[config.mk]
export PLATFORM = sky130hd
export DESIGN_NAME = mem_port_arbiter
export DESIGN_NICKNAME = d
export VERILOG_FILES = /design/src/rtl/mem_arb_pkg.sv /design/src/rtl/mem_arb_priority.sv /design/src/rtl/mem_port_arbiter.sv
export SDC_FILE = /design/constraint.sdc
export NUM_CORES = 1
export LEC_CHECK = 0
export BUFFER_PORTS_ARGS = -buffer_cell sky130_fd_sc_hd__clkbuf_2
export CORE_AREA = 2 2 116 118
export CTS_BUF_LIST = sky130_fd_sc_hd__clkbuf_8
export DETAILED_ROUTE_END_ITERATION = 10
export DIE_AREA = 0 0 118 120
export PLACE_DENSITY = 0.76
export REMOVE_ABC_BUFFERS = 1
export SLEW_MARGIN = 20
export SYNTH_ARGS = -nofsm -noshare
export SYNTH_HDL_FRONTEND = slang
export SYNTH_SLANG_ARGS = --single-unit
[constraint.sdc]
create_clock -name clk -period 2.64 [get_ports clk]
set_clock_uncertainty 0.1 [all_clocks]
set_input_delay 0.528 -clock clk [delete_from_list [all_inputs] [get_ports clk]]
set_output_delay 0.528 -clock clk [all_outputs]
set_load 0.005 [all_outputs]
[src/rtl/mem_arb_pkg.sv]
// rtl/mem_arb_pkg.sv - shared state type and constants for mem_port_arbiter
package mem_arb_pkg;

    typedef enum logic [1:0] {
        IDLE,
        ACCESS,
        KEY_HOLD,
        RESP
    } arb_state_t;

    localparam logic PORT0 = 1'b0;
    localparam logic PORT1 = 1'b1;

    localparam logic [31:0] KEY_ADDR_DEFAULT = 32'd16383;
    localparam int          PERF_W           = 16;

endpackage

[src/rtl/mem_arb_priority.sv]
// rtl/mem_arb_priority.sv - fixed port-0 priority with port-1 starvation override
module mem_arb_priority
    import mem_arb_pkg::*;
#(
    parameter int STARVE_MAX = 4
) (
    input  logic clk,
    input  logic rst_n,
    input  logic req0,
    input  logic req1,
    input  logic arb_en,
    output logic gnt0,
    output logic gnt1
);

    localparam int CNT_W = $clog2(STARVE_MAX + 1);

    logic [CNT_W-1:0] starve_cnt;
    logic             p1_forced;

    assign p1_forced = (starve_cnt == CNT_W'(STARVE_MAX));
    assign gnt1      = arb_en && req1 && (!req0 || p1_forced);
    assign gnt0      = arb_en && req0 && !gnt1;

    // Counts consecutive port-0 wins while port 1 is waiting; saturates at the limit.
    always_ff @(posedge clk or negedge rst_n) begin
        if (!rst_n) begin
            starve_cnt <= '0;
        end else if (!req1 || gnt1) begin
            starve_cnt <= '0;
        end else if (gnt0 && !p1_forced) begin
            starve_cnt <= starve_cnt + 1'b1;
        end
    end

endmodule

[src/rtl/mem_port_arbiter.sv]
// rtl/mem_port_arbiter.sv - two-port arbiter for the data memory with keyboard-read sequencing
// Optional grant/key-read counters when MEM_ARB_PERF_EN is defined.
module mem_port_arbiter
    import mem_arb_pkg::*;
#(
    parameter int                ADDR_W     = 32,
    parameter int                DATA_W     = 32,
    parameter logic [ADDR_W-1:0] KEY_ADDR   = ADDR_W'(KEY_ADDR_DEFAULT),
    parameter int                STARVE_MAX = 4
) (
    input  logic              clk,
    input  logic              rst_n,
    input  logic              p0_req,
    input  logic              p0_we,
    input  logic [ADDR_W-1:0] p0_addr,
    input  logic [DATA_W-1:0] p0_wdata,
    output logic              p0_gnt,
    output logic              p0_rvalid,
    output logic [DATA_W-1:0] p0_rdata,
    input  logic              p1_req,
    input  logic              p1_we,
    input  logic [ADDR_W-1:0] p1_addr,
    input  logic [DATA_W-1:0] p1_wdata,
    output logic              p1_gnt,
    output logic              p1_rvalid,
    output logic [DATA_W-1:0] p1_rdata,
    output logic [ADDR_W-1:0] mem_addr,
    output logic              mem_we,
    output logic [DATA_W-1:0] mem_wd,
    input  logic [DATA_W-1:0] mem_rd
`ifdef MEM_ARB_PERF_EN
    ,
    output logic [PERF_W-1:0] p0_grants,
    output logic [PERF_W-1:0] p1_grants,
    output logic [PERF_W-1:0] key_reads
`endif
);

    arb_state_t        state;
    logic              arb_en;
    logic              gnt0;
    logic              gnt1;
    logic              any_gnt;
    logic              sel_we;
    logic [ADDR_W-1:0] sel_addr;
    logic [DATA_W-1:0] sel_wdata;
    logic              sel_key;
    logic              owner;
    logic              lat_we;
    logic              lat_key;
    logic [DATA_W-1:0] rdata_q;
    logic              rvalid0_q;
    logic              rvalid1_q;

    assign arb_en = (state == IDLE) || (state == RESP);

    mem_arb_priority #(
        .STARVE_MAX(STARVE_MAX)
    ) u_priority (
        .clk   (clk),
        .rst_n (rst_n),
        .req0  (p0_req),
        .req1  (p1_req),
        .arb_en(arb_en),
        .gnt0  (gnt0),
        .gnt1  (gnt1)
    );

    assign any_gnt   = gnt0 | gnt1;
    assign sel_we    = gnt1 ? p1_we    : p0_we;
    assign sel_addr  = gnt1 ? p1_addr  : p0_addr;
    assign sel_wdata = gnt1 ? p1_wdata : p0_wdata;
    assign sel_key   = !sel_we && (sel_addr == KEY_ADDR);

    assign p0_gnt    = gnt0;
    assign p1_gnt    = gnt1;
    assign p0_rvalid = rvalid0_q;
    assign p1_rvalid = rvalid1_q;
    assign p0_rdata  = rdata_q;
    assign p1_rdata  = rdata_q;

    always_ff @(posedge clk or negedge rst_n) begin
        if (!rst_n) begin
            state     <= IDLE;
            owner     <= PORT0;
            lat_we    <= 1'b0;
            lat_key   <= 1'b0;
            rdata_q   <= '0;
            rvalid0_q <= 1'b0;
            rvalid1_q <= 1'b0;
            mem_addr  <= '0;
            mem_we    <= 1'b0;
            mem_wd    <= '0;
        end else begin
            rvalid0_q <= 1'b0;
            rvalid1_q <= 1'b0;
            unique case (state)
                IDLE, RESP: begin
                    if (any_gnt) begin
                        state    <= ACCESS;
                        owner    <= gnt1 ? PORT1 : PORT0;
                        lat_we   <= sel_we;
                        lat_key  <= sel_key;
                        // Port 1 must never present the keyboard address, or it would consume the key.
                        mem_addr <= (gnt1 && sel_key) ? '0 : sel_addr;
                        mem_we   <= sel_we;
                        mem_wd   <= sel_wdata;
                    end else begin
                        state    <= IDLE;
                        mem_addr <= '0;
                        mem_we   <= 1'b0;
                        mem_wd   <= '0;
                    end
                end
                ACCESS: begin
                    mem_we <= 1'b0;
                    mem_wd <= '0;
                    if (lat_key && owner == PORT0) begin
                        state <= KEY_HOLD;
                    end else begin
                        state     <= RESP;
                        mem_addr  <= '0;
                        rdata_q   <= (lat_we || lat_key) ? '0 : mem_rd;
                        rvalid0_q <= (owner == PORT0);
                        rvalid1_q <= (owner == PORT1);
                    end
                end
                KEY_HOLD: begin
                    state     <= RESP;
                    mem_addr  <= '0;
                    rdata_q   <= mem_rd;
                    rvalid0_q <= 1'b1;
                end
                default: begin
                    state    <= IDLE;
                    mem_addr <= '0;
                    mem_we   <= 1'b0;
                end
            endcase
        end
    end

`ifdef MEM_ARB_PERF_EN
    always_ff @(posedge clk or negedge rst_n) begin
        if (!rst_n) begin
            p0_grants <= '0;
            p1_grants <= '0;
            key_reads <= '0;
        end else begin
            if (gnt0) p0_grants <= p0_grants + 1'b1;
            if (gnt1) p1_grants <= p1_grants + 1'b1;
            if (state == KEY_HOLD) key_reads <= key_reads + 1'b1;
        end
    end
`endif

endmodule
# After elaboration in Yosys (flattened, before gate mapping)
# Index checks and enable logic that the tools add are counted.
dict set report totals {
  reg_bits 107
  inputBits 166
  wordCells 68
}
dict set report classes {
  add_sub_neg 1
  eq_ne 6
  mux 24
  bitwise_logic 2
  n_reduce_logical 24
}
# op n
set op_table {}
lappend op_table {{2-to-1 mux 32 bit} 8}
lappend op_table {{one-hot mux 32 bit (2 select lines)} 2}
lappend op_table {{one-hot mux 32 bit (3 select lines)} 1}
lappend op_table {{equality test 32 x 14 -> 1 bit (second input constant)} 1}
lappend op_table {{logical AND 1 bit} 8}
lappend op_table {{2-to-1 mux 1 bit} 8}
lappend op_table {{2-to-1 mux 3 bit} 2}
lappend op_table {{one-hot mux 2 bit (3 select lines)} 1}
lappend op_table {{nonzero test 2 bit} 3}
lappend op_table {{zero test 1 bit} 5}
lappend op_table {{equality test 2 bit (second input constant)} 2}
lappend op_table {{logical OR 1 bit} 4}
lappend op_table {{one-hot mux 1 bit (2 select lines)} 2}
lappend op_table {{AND reduction 2 bit} 2}
lappend op_table {{adder 3 x 1 -> 3 bit (second input constant)} 1}
lappend op_table {{equality test 3 bit (second input constant)} 1}
lappend op_table {{equality test 2 x 1 -> 1 bit (second input constant)} 1}
lappend op_table {{zero test 2 bit} 1}
lappend op_table {{!= test 2 bit (second input constant)} 1}
lappend op_table {{OR reduction 2 bit} 1}
lappend op_table {{NOT 1 bit} 1}
lappend op_table {{bitwise OR 1 bit} 1}

# Depth between registers and ports, before layout
# Gate-level depths: netlist of the first run.
dict set report depth {
  word_depth 11
  mapped_depth 10
  mapped_depth_nobuf 8
}

# By module
# From an unflattened synthesis of the first run, not the netlist that was laid out.
dict set report hier_totals {
  cells_unflattened 579
  area_unflattened_um2 5491.5
}
# mod n_inst cells_per_inst area_per_inst_um2
set by_module_without_submodules {}
lappend by_module_without_submodules {mem_port_arbiter 1 555 5276.3}
lappend by_module_without_submodules {mem_arb_priority 1 24 215.2}

# Worst setup path before layout of the first run
# OpenSTA, ideal clock, no wires.
dict set report synth_timing {
  kind {flip-flop to output port}
  start {register state[0]}
  end {output port p0_gnt}
  t_arrival_ns 1.565
  path_slack_ns 0.447
  path_stages_with_launch 8
  path_buffers 3
  path_cell_list {dfrtp_1 -> inv_1 -> ha_1 -> buf_4 -> nand3_1 -> buf_4 -> buf_2 -> and3_1}
}
dict set report synth_between {
  elab_chain_len 6
}
# element line
set synth_rtl {}
lappend synth_rtl {{start: declaration} mem_port_arbiter.sv:39} ;# arb_state_t state;
lappend synth_rtl {{start signal: assignment} mem_port_arbiter.sv:84} ;# state <= IDLE;
lappend synth_rtl {{start signal: assignment} mem_port_arbiter.sv:100} ;# state <= ACCESS;
lappend synth_rtl {{start signal: assignment} mem_port_arbiter.sv:109} ;# state <= IDLE;
lappend synth_rtl {{equality test 2 bit / zero test 2 bit (equally long branches)} mem_port_arbiter.sv:55} ;# assign arb_en = (state == IDLE) || (state == RESP);
lappend synth_rtl {{logical OR 1 bit *} mem_port_arbiter.sv:55}
lappend synth_rtl {{logical AND 1 bit (2 in a row)} mem_arb_priority.sv:22} ;# assign gnt1 = arb_en && req1 && (!req0 || p1_forced);
lappend synth_rtl {{zero test 1 bit} mem_arb_priority.sv:23} ;# assign gnt0 = arb_en && req0 && !gnt1;
lappend synth_rtl {{logical AND 1 bit *} mem_arb_priority.sv:23}
lappend synth_rtl {{end: declaration} mem_port_arbiter.sv:17} ;# output logic p0_gnt,
# Every way passes the cells marked *; elsewhere a longest branch is shown, timed or not.

# Worst setup path in the final report of the first run
dict set report layout_timing {
  start {register state[1]}
  end {output port p1_gnt}
}
dict set report layout_between {
  elab_chain_len 4
}
# element line
set layout_rtl {}
lappend layout_rtl {{equality test 2 bit / zero test 2 bit (equally long branches)} mem_port_arbiter.sv:55}
lappend layout_rtl {{logical OR 1 bit *} mem_port_arbiter.sv:55}
lappend layout_rtl {{logical AND 1 bit * (2 in a row)} mem_arb_priority.sv:22}
lappend layout_rtl {{end: declaration} mem_port_arbiter.sv:24} ;# output logic p1_gnt,
# Marks and branches as above.

==> results of run 1 <==
## metal layers
layer	track usage [%]	vias up
met5	0	-
met4	7.68	0
met3	5.09	25
met2	34.9	233
met1	26.3	2188
li1	-	2285
## path summary, 6_finish.rpt
kind	slack (ns)	endpoint	cells after the start
worst min-delay path	0.03	mem_wd[11]$_DFFE_PN0P_	1
worst max register to register	0.36	mem_addr[13]$_DFFE_PN0P_	6
worst max-delay path	0.12	p1_gnt	6
min in group clk	0.26	p0_rdata[24]$_DFFE_PN0P_	3
max in group asynchronous	1.73	p0_rdata[31]$_DFFE_PN0P_	2
worst min register to register	0.39	mem_addr[28]$_DFFE_PN0P_	2
## flip-flops by register name (all words and copies together) (netlist names)
signal / flops
lat_key: 1
lat_we: 1
mem_addr: 32
mem_wd: 32
mem_we: 1
owner: 1
p0_rdata: 32
p0_rvalid: 1
p1_rvalid: 1
state: 2
u_priority.starve_cnt: 3
## cell usage after synthesis (3+ instances only)
| library cell | number |
|---|---|
| o21ai_0 | 89 |
| buf_6 | 3 |
| nand2_1 | 123 |
| nor4_1 | 7 |
| nor3_1 | 4 |
| and4b_1 | 3 |
| clkbuf_1 | 21 |
| nor2_1 | 4 |
| nand3_1 | 8 |
| a21o_1 | 14 |
| inv_1 | 5 |
| dfrtp_1 | 107 |
| mux2i_1 | 51 |
| buf_4 | 39 |
| a22o_1 | 14 |
| ha_1 | 5 |
## power by group through the flow
stage / Clock, uW / Sequential, uW / Combinational, uW
after global routing: 1250 / 2800 / 3570
after CTS: 1170 / 2720 / 3230
after detailed placement: 0 / 2730 / 3240
after global placement: 0 / 2720 / 3140
final: 1140 / 2710 / 3180
after floorplan: 0 / 2770 / 1610
## placed cells by master (no fill, tap or decap), drive strengths merged
| master | n |
|---|---|
| a211oi | 1 |
| a21bo | 1 |
| a21boi | 3 |
| a21o | 14 |
| a21oi | 1 |
| a22o | 14 |
| a2bb2o | 1 |
| and2 | 2 |
| and3 | 1 |
| and3b | 1 |
| and4 | 1 |
| and4b | 3 |
| buf | 13 |
| bufinv | 2 |
| clkbuf | 306 |
| clkinv | 2 |
| dfrtp | 107 |
| ha | 5 |
| inv | 9 |
| mux2i | 51 |
| nand2 | 123 |
| nand2b | 1 |
| nand3 | 8 |
| nand4 | 2 |
| nand4b | 2 |
| nor2 | 5 |
| nor3 | 4 |
| nor3b | 1 |
| nor4 | 7 |
| o211ai | 1 |
| o21ai | 90 |
| o21bai | 1 |
| or2 | 2 |
| or3 | 1 |
## cell type report
cell class | instances | area, sq um | share of cell area, %
clock inverters | 7 | 101 | 1.48
flip-flops and latches | 107 | 2680 | 39.1
well taps | 176 | 220 | 3.22
multi-input cells | 347 | 2100 | 30.7
inverters | 6 | 22.5 | 0.329
repair buffers | 310 | 1600 | 23.4
clock buffers | 9 | 124 | 1.81
## per-stage QoR
step                util, %  instance area [sq um]  worst slack (ns)  hold slack (ns)  setup TNS, ns
global route           52.7                   6840           0.00159           0.0420              0
floorplan                 -                   4780             -1.62            0.132         -81.00
CTS                    52.7                   6840            0.0384           0.0305              0
global placement       50.9                   6610             0.308            0.360              0
finish                 52.7                   6840             0.123           0.0274              0
detailed placement     50.9                   6610             0.287            0.373              0
## repair_timing
item                                    in CTS  in global routing
hold endpoints to repair                     0                  0
setup buffers                                0                  0
resized for setup                            0                  2
endpoints found under the setup margin       0                  1
## cells by family after synthesis
kind of cell | Yosys count | synth area share (%)
mux | 51 | 9.84
buf+inv | 70 | 8.34
simple gates | 164 | 13.9
compound gates | 127 | 15.1
fa+ha+maj | 5 | 1.21
flops | 107 | 51.6
==> flow_metrics.py, run 1 <==
metrics = {
    "power_and_ir_drop": {
        "intPower_uw": 4210,
        "clkPwrFrac_pct": 16.2,
        "p_switching_uw": 2830,
        "power.density_nw_per_um2": 1030,
        "seq_power_share_pct": 38.6,
        "combPwrFrac_pct": 45.2,
        "power.total_uw": 7040,
        "leakagePower_uw": 0.00401,
        "switching_share_pct": 40.2,
        "ir_drop_mv": 0.645,
    },
    "sta": {
        "finalHoldViolCount": 0,
        "finalSetupViolCount": 0,
        "finalCritPeriodShare_pct": 95.3,
        "worstMarginPinSlew_ns": 0.965,
        "relSlewSlack_pct": 35.7,
        "slew_violations": 0,
        "rsz0062_at_grt": "false",
        "final.min_clock_period_ns": 2.52,
        "max_freq_mhz": 397,
    },
    "global_routing": {
        "grt-ovfl-total": 0,
        "grt_antenna_before_repair": 0,
        "track_usage_pct": 20.9,
        "grt_max_degree": 65,
        "grt_first_pass_wirelength_um": 23400,
        "grt_pass1_vias": 4555,
    },
    "logic_synthesis": {
        "synth-edff-count": 0,
        "synth_area_leaders": "dfrtp_1 (52%), mux2i_1 (9.8%), nand2_1 (8.9%)",
        "synthArstFlopShare_pct": 100,
        "synth-seq-area-share_pct": 51.6,
        "synth.ff_latch_count": 107,
        "synth.distinct_cells": 39,
        "synth_area_sq_um": 5190,
        "netlist_instances": 524,
        "synth_largest_area_cell": "dfrtp_1",
        "synth_top_area_share_pct": 51.6,
        "synth_ff_type": "dfrtp_1",
        "yosysWarningCount": 0,
        "syn_avg_cell_area_sq_um": 9.90,
    },
    "clock_network": {
        "cts.clk_slew.worst_paths_ns": 0.11,
        "cts.htree.levels": 3,
        "cts_root_buf": "clkbuf_8",
        "insertion_delay_ns": 0.37,
        "cts_max_path_buffers": 2,
        "ctsHoldBuffers": 0,
        "numCtsBuffers": 9,
        "clock_sinks": 107,
        "cts_tree": "yes",
    },
    "setup_path": {
        "critPathKind": "reg -> out",
        "crit_start": "state[1]$_DFF_PN0_",
        "cp_top_family": "buffers and inverters",
        "max_stage_delay_ns": 0.42,
        "r2r-start": "state[1]$_DFF_PN0_",
        "crit_slowest_cell": "dfrtp_1",
        "critPathCaptureType": "output pin",
        "cp_max_fo": 14,
        "arrival_ns": 1.89,
        "crit_buf_inv": 4,
        "cp_cell_sequence": "ha_2 > buf_4 > nand3_4 > buf_6 > inv_2 > clkbuf_2",
        "cp.required_ns": 2.01,
        "start_kind": "flip-flop",
    },
    "detailed_routing": {
        "drtIter0Drc": 257,
        "routedLengthMet1_um": 6110,
        "highest_layer": "met4",
        "num_vias": 4731,
        "routed-wl-met3_um": 1120,
        "vias_per_cell": 4.92,
        "drt-pass1-iter-count": 4,
        "routedWlPerCell_um": 15.3,
        "antenna_left": 0,
        "routed_wirelength_um": 14800,
        "wl_met2_um": 7200,
        "drc": 0,
    },
    "floorplan": {
        "rows": 42,
        "core_region_area_sq_um": 13000,
        "fp.dieH_um": 120,
        "start_util_pct": 40.0,
        "fp.dieArea_sq_um": 14200,
        "boundaryPins": 299,
        "die_x_um": 118,
    },
    "layout": {
        "final_cells": 962,
        "syn_to_final_growth_pct": 31.9,
        "drive_above_1_share_pct": 42.9,
        "fin_nets": 952,
        "antenna_cells": 0,
        "fill_cells": 1231,
    },
    "run": {
        "drv_cap": 0,
    },
    "hold_path": {
        "hold_class": "in -> async",
    },
    "placed_design": {
        "portBuffers": 298,
        "globalplace.congestion": 0.845,
        "hpwl_um": 11400,
        "place_inst": 946,
    },
    "run_status": {
        "status": "finished, final reports clean",
    },
}
(Power assumes the default switching activity.)
==> run 2: changes to the inputs <==
==> constraint.sdc (replaced) <==
create_clock -name clk -period 2.64 [get_ports clk]
set_clock_uncertainty 0.1 [all_clocks]
set_input_delay 0.528 -clock clk [delete_from_list [all_inputs] [get_ports clk]]
set_output_delay 0.528 -clock clk [all_outputs]
set_load 0.01 [all_outputs]
==> flow_metrics.py, run 2 (synthesized netlist as in run 1, its figures left out) <==
metrics = {
    "run_status": {
        "status": "finished, final reports clean",
    },
    "sta": {
        "rsz0062_at_grt": "false",
        "finalHoldViolCount": 0,
        "finalSetupViolCount": 0,
        "worstMarginPinSlew_ns": 0.994,
        "max_freq_mhz": 401,
        "final.min_clock_period_ns": 2.49,
        "slew_violations": 0,
        "relSlewSlack_pct": 33.8,
        "setup-tns-final_ns": 0,
        "finalCritPeriodShare_pct": 94.4,
    },
    "detailed_routing": {
        "vias_per_cell": 4.91,
        "num_vias": 4718,
        "routedWlPerCell_um": 15.2,
        "drtIter0Drc": 331,
        "drc": 0,
        "drt-pass1-iter-count": 4,
        "routed_wirelength_um": 14600,
        "antenna_left": 0,
    },
    "floorplan": {
        "start_util_pct": 40.0,
        "die_x_um": 118,
        "fp.dieArea_sq_um": 14200,
        "core_region_area_sq_um": 13000,
        "boundaryPins": 299,
        "rows": 42,
        "fp.dieH_um": 120,
    },
    "clock_network": {
        "cts_tree": "yes",
        "cts_resized": 0,
        "insertion_delay_ns": 0.37,
        "numCtsBuffers": 9,
        "cts.clk_slew.worst_paths_ns": 0.10,
        "cts.htree.levels": 3,
        "post_cts_buffers": 0,
        "cts_max_path_buffers": 2,
        "clock_sinks": 107,
        "ctsHoldBuffers": 0,
        "cts_root_buf": "clkbuf_8",
    },
    "setup_path": {
        "critPathCaptureType": "output pin",
        "cp.required_ns": 2.01,
        "start_kind": "flip-flop",
        "arrival_ns": 1.87,
        "cp_max_fo": 12,
        "critPathKind": "reg -> out",
    },
    "placed_design": {
        "place_area_sq_um": 6610,
        "globalplace.congestion": 0.845,
        "hpwl_um": 11300,
        "place_inst": 945,
        "portBuffers": 298,
    },
    "hold_path": {
        "hold_class": "in -> async",
    },
    "global_routing": {
        "track_usage_pct": 20.2,
        "grt_pass1_vias": 4485,
        "grt-ovfl-total": 0,
        "grt_first_pass_wirelength_um": 22700,
        "grt_max_degree": 65,
        "grt_antenna_before_repair": 0,
    },
    "layout": {
        "antenna_cells": 0,
        "final_cells": 961,
        "multi_input_area_sq_um": 2100,
        "final_cell_area_sq_um": 6810,
        "drive_above_1_share_pct": 42.7,
        "final-seq-area_sq_um": 2680,
        "fin_nets": 951,
        "syn_to_final_growth_pct": 31.1,
        "final_cell_mix": "clkbuf_2 (297), nand2_1 (123), dfrtp_1 (107)",
        "fill_cells": 1221,
        "layout_commonest_cell": "clkbuf_2",
    },
    "power_and_ir_drop": {
        "ir_drop_mv": 0.660,
        "power.density_nw_per_um2": 1060,
        "power.total_uw": 7200,
        "leakagePower_uw": 0.00399,
    },
    "run": {
        "drv_cap": 0,
    },
}
run 2: cell types whose count changed in the layout (fill, tap and decap cells not counted), sizes merged:
cell      before  now
buf           13   12
bufinv         2    1
clkinvlp       0    1
run 2: area by class of cell:
type | instances | share of cell area, %
Clock buffer | 9 | 1.82
Timing Repair Buffer | 309 | 23.3
Sequential cell | 107 | 39.3
Multi-Input combinational cell | 347 | 30.8
Tap cell | 176 | 3.24
Clock inverter | 7 | 1.12
Inverter | 6 | 0.331
run 2: path summary, 6_finish.rpt:
kind | cells past startpoint | end | slack (ns) | from
setup reg to reg | 7 | mem_addr[3]$_DFFE_PN0P_ | 0.20 | state[0]$_DFF_PN0_
hold reg to reg | 2 | mem_addr[17]$_DFFE_PN0P_ | 0.39 | mem_addr[17]$_DFFE_PN0P_
hold / removal | 1 | mem_wd[11]$_DFFE_PN0P_ | 0.04 | rst_n
min in group clk | 3 | p0_rdata[23]$_DFFE_PN0P_ | 0.27 | mem_rd[23]
max in group asynchronous | 2 | p0_rdata[31]$_DFFE_PN0P_ | 1.71 | rst_n
setup / recovery | 5 | p0_gnt | 0.15 | state[0]$_DFF_PN0_
run 2: layer usage:
layer / global-route usage (%) / vias to the layer above / share of wire [%]
met2: 34.5 / 228 / 49
met3: 3.80 / 24 / 6.9
met4: 7.68 / 0 / 2.0
met1: 25.5 / 2184 / 42
met5: 0 / - / 0
li1: - / 2282 / -
run 2: critical path: stages (launching register included):
cell	delay, ns
dfrtp_1	0.36
inv_1	0.06
ha_1	0.52
nand3_4	0.19
and3_1	0.24
clkbuf_2	0.13
run 2: metrics by stage:
stage / util, % / setup slack, ns / hold slack, ns
floorplan: - / -1.62 / 0.132
global placement: 50.9 / 0.250 / 0.363
detailed placement: 50.9 / 0.205 / 0.372
CTS: 52.4 / 0.113 / 0.0438
global route: 52.4 / 0.00695 / 0.0571
finish: 52.4 / 0.147 / 0.0401
run 2: where the power goes:
| group | total, uW | switching [uW] | internal (uW) |
|---|---|---|---|
| Sequential | 2710 | 412 | 2300 |
| Clock | 1030 | 583 | 446 |
| Combinational | 3460 | 2110 | 1350 |
| Total | 7200 | 3110 | 4090 |
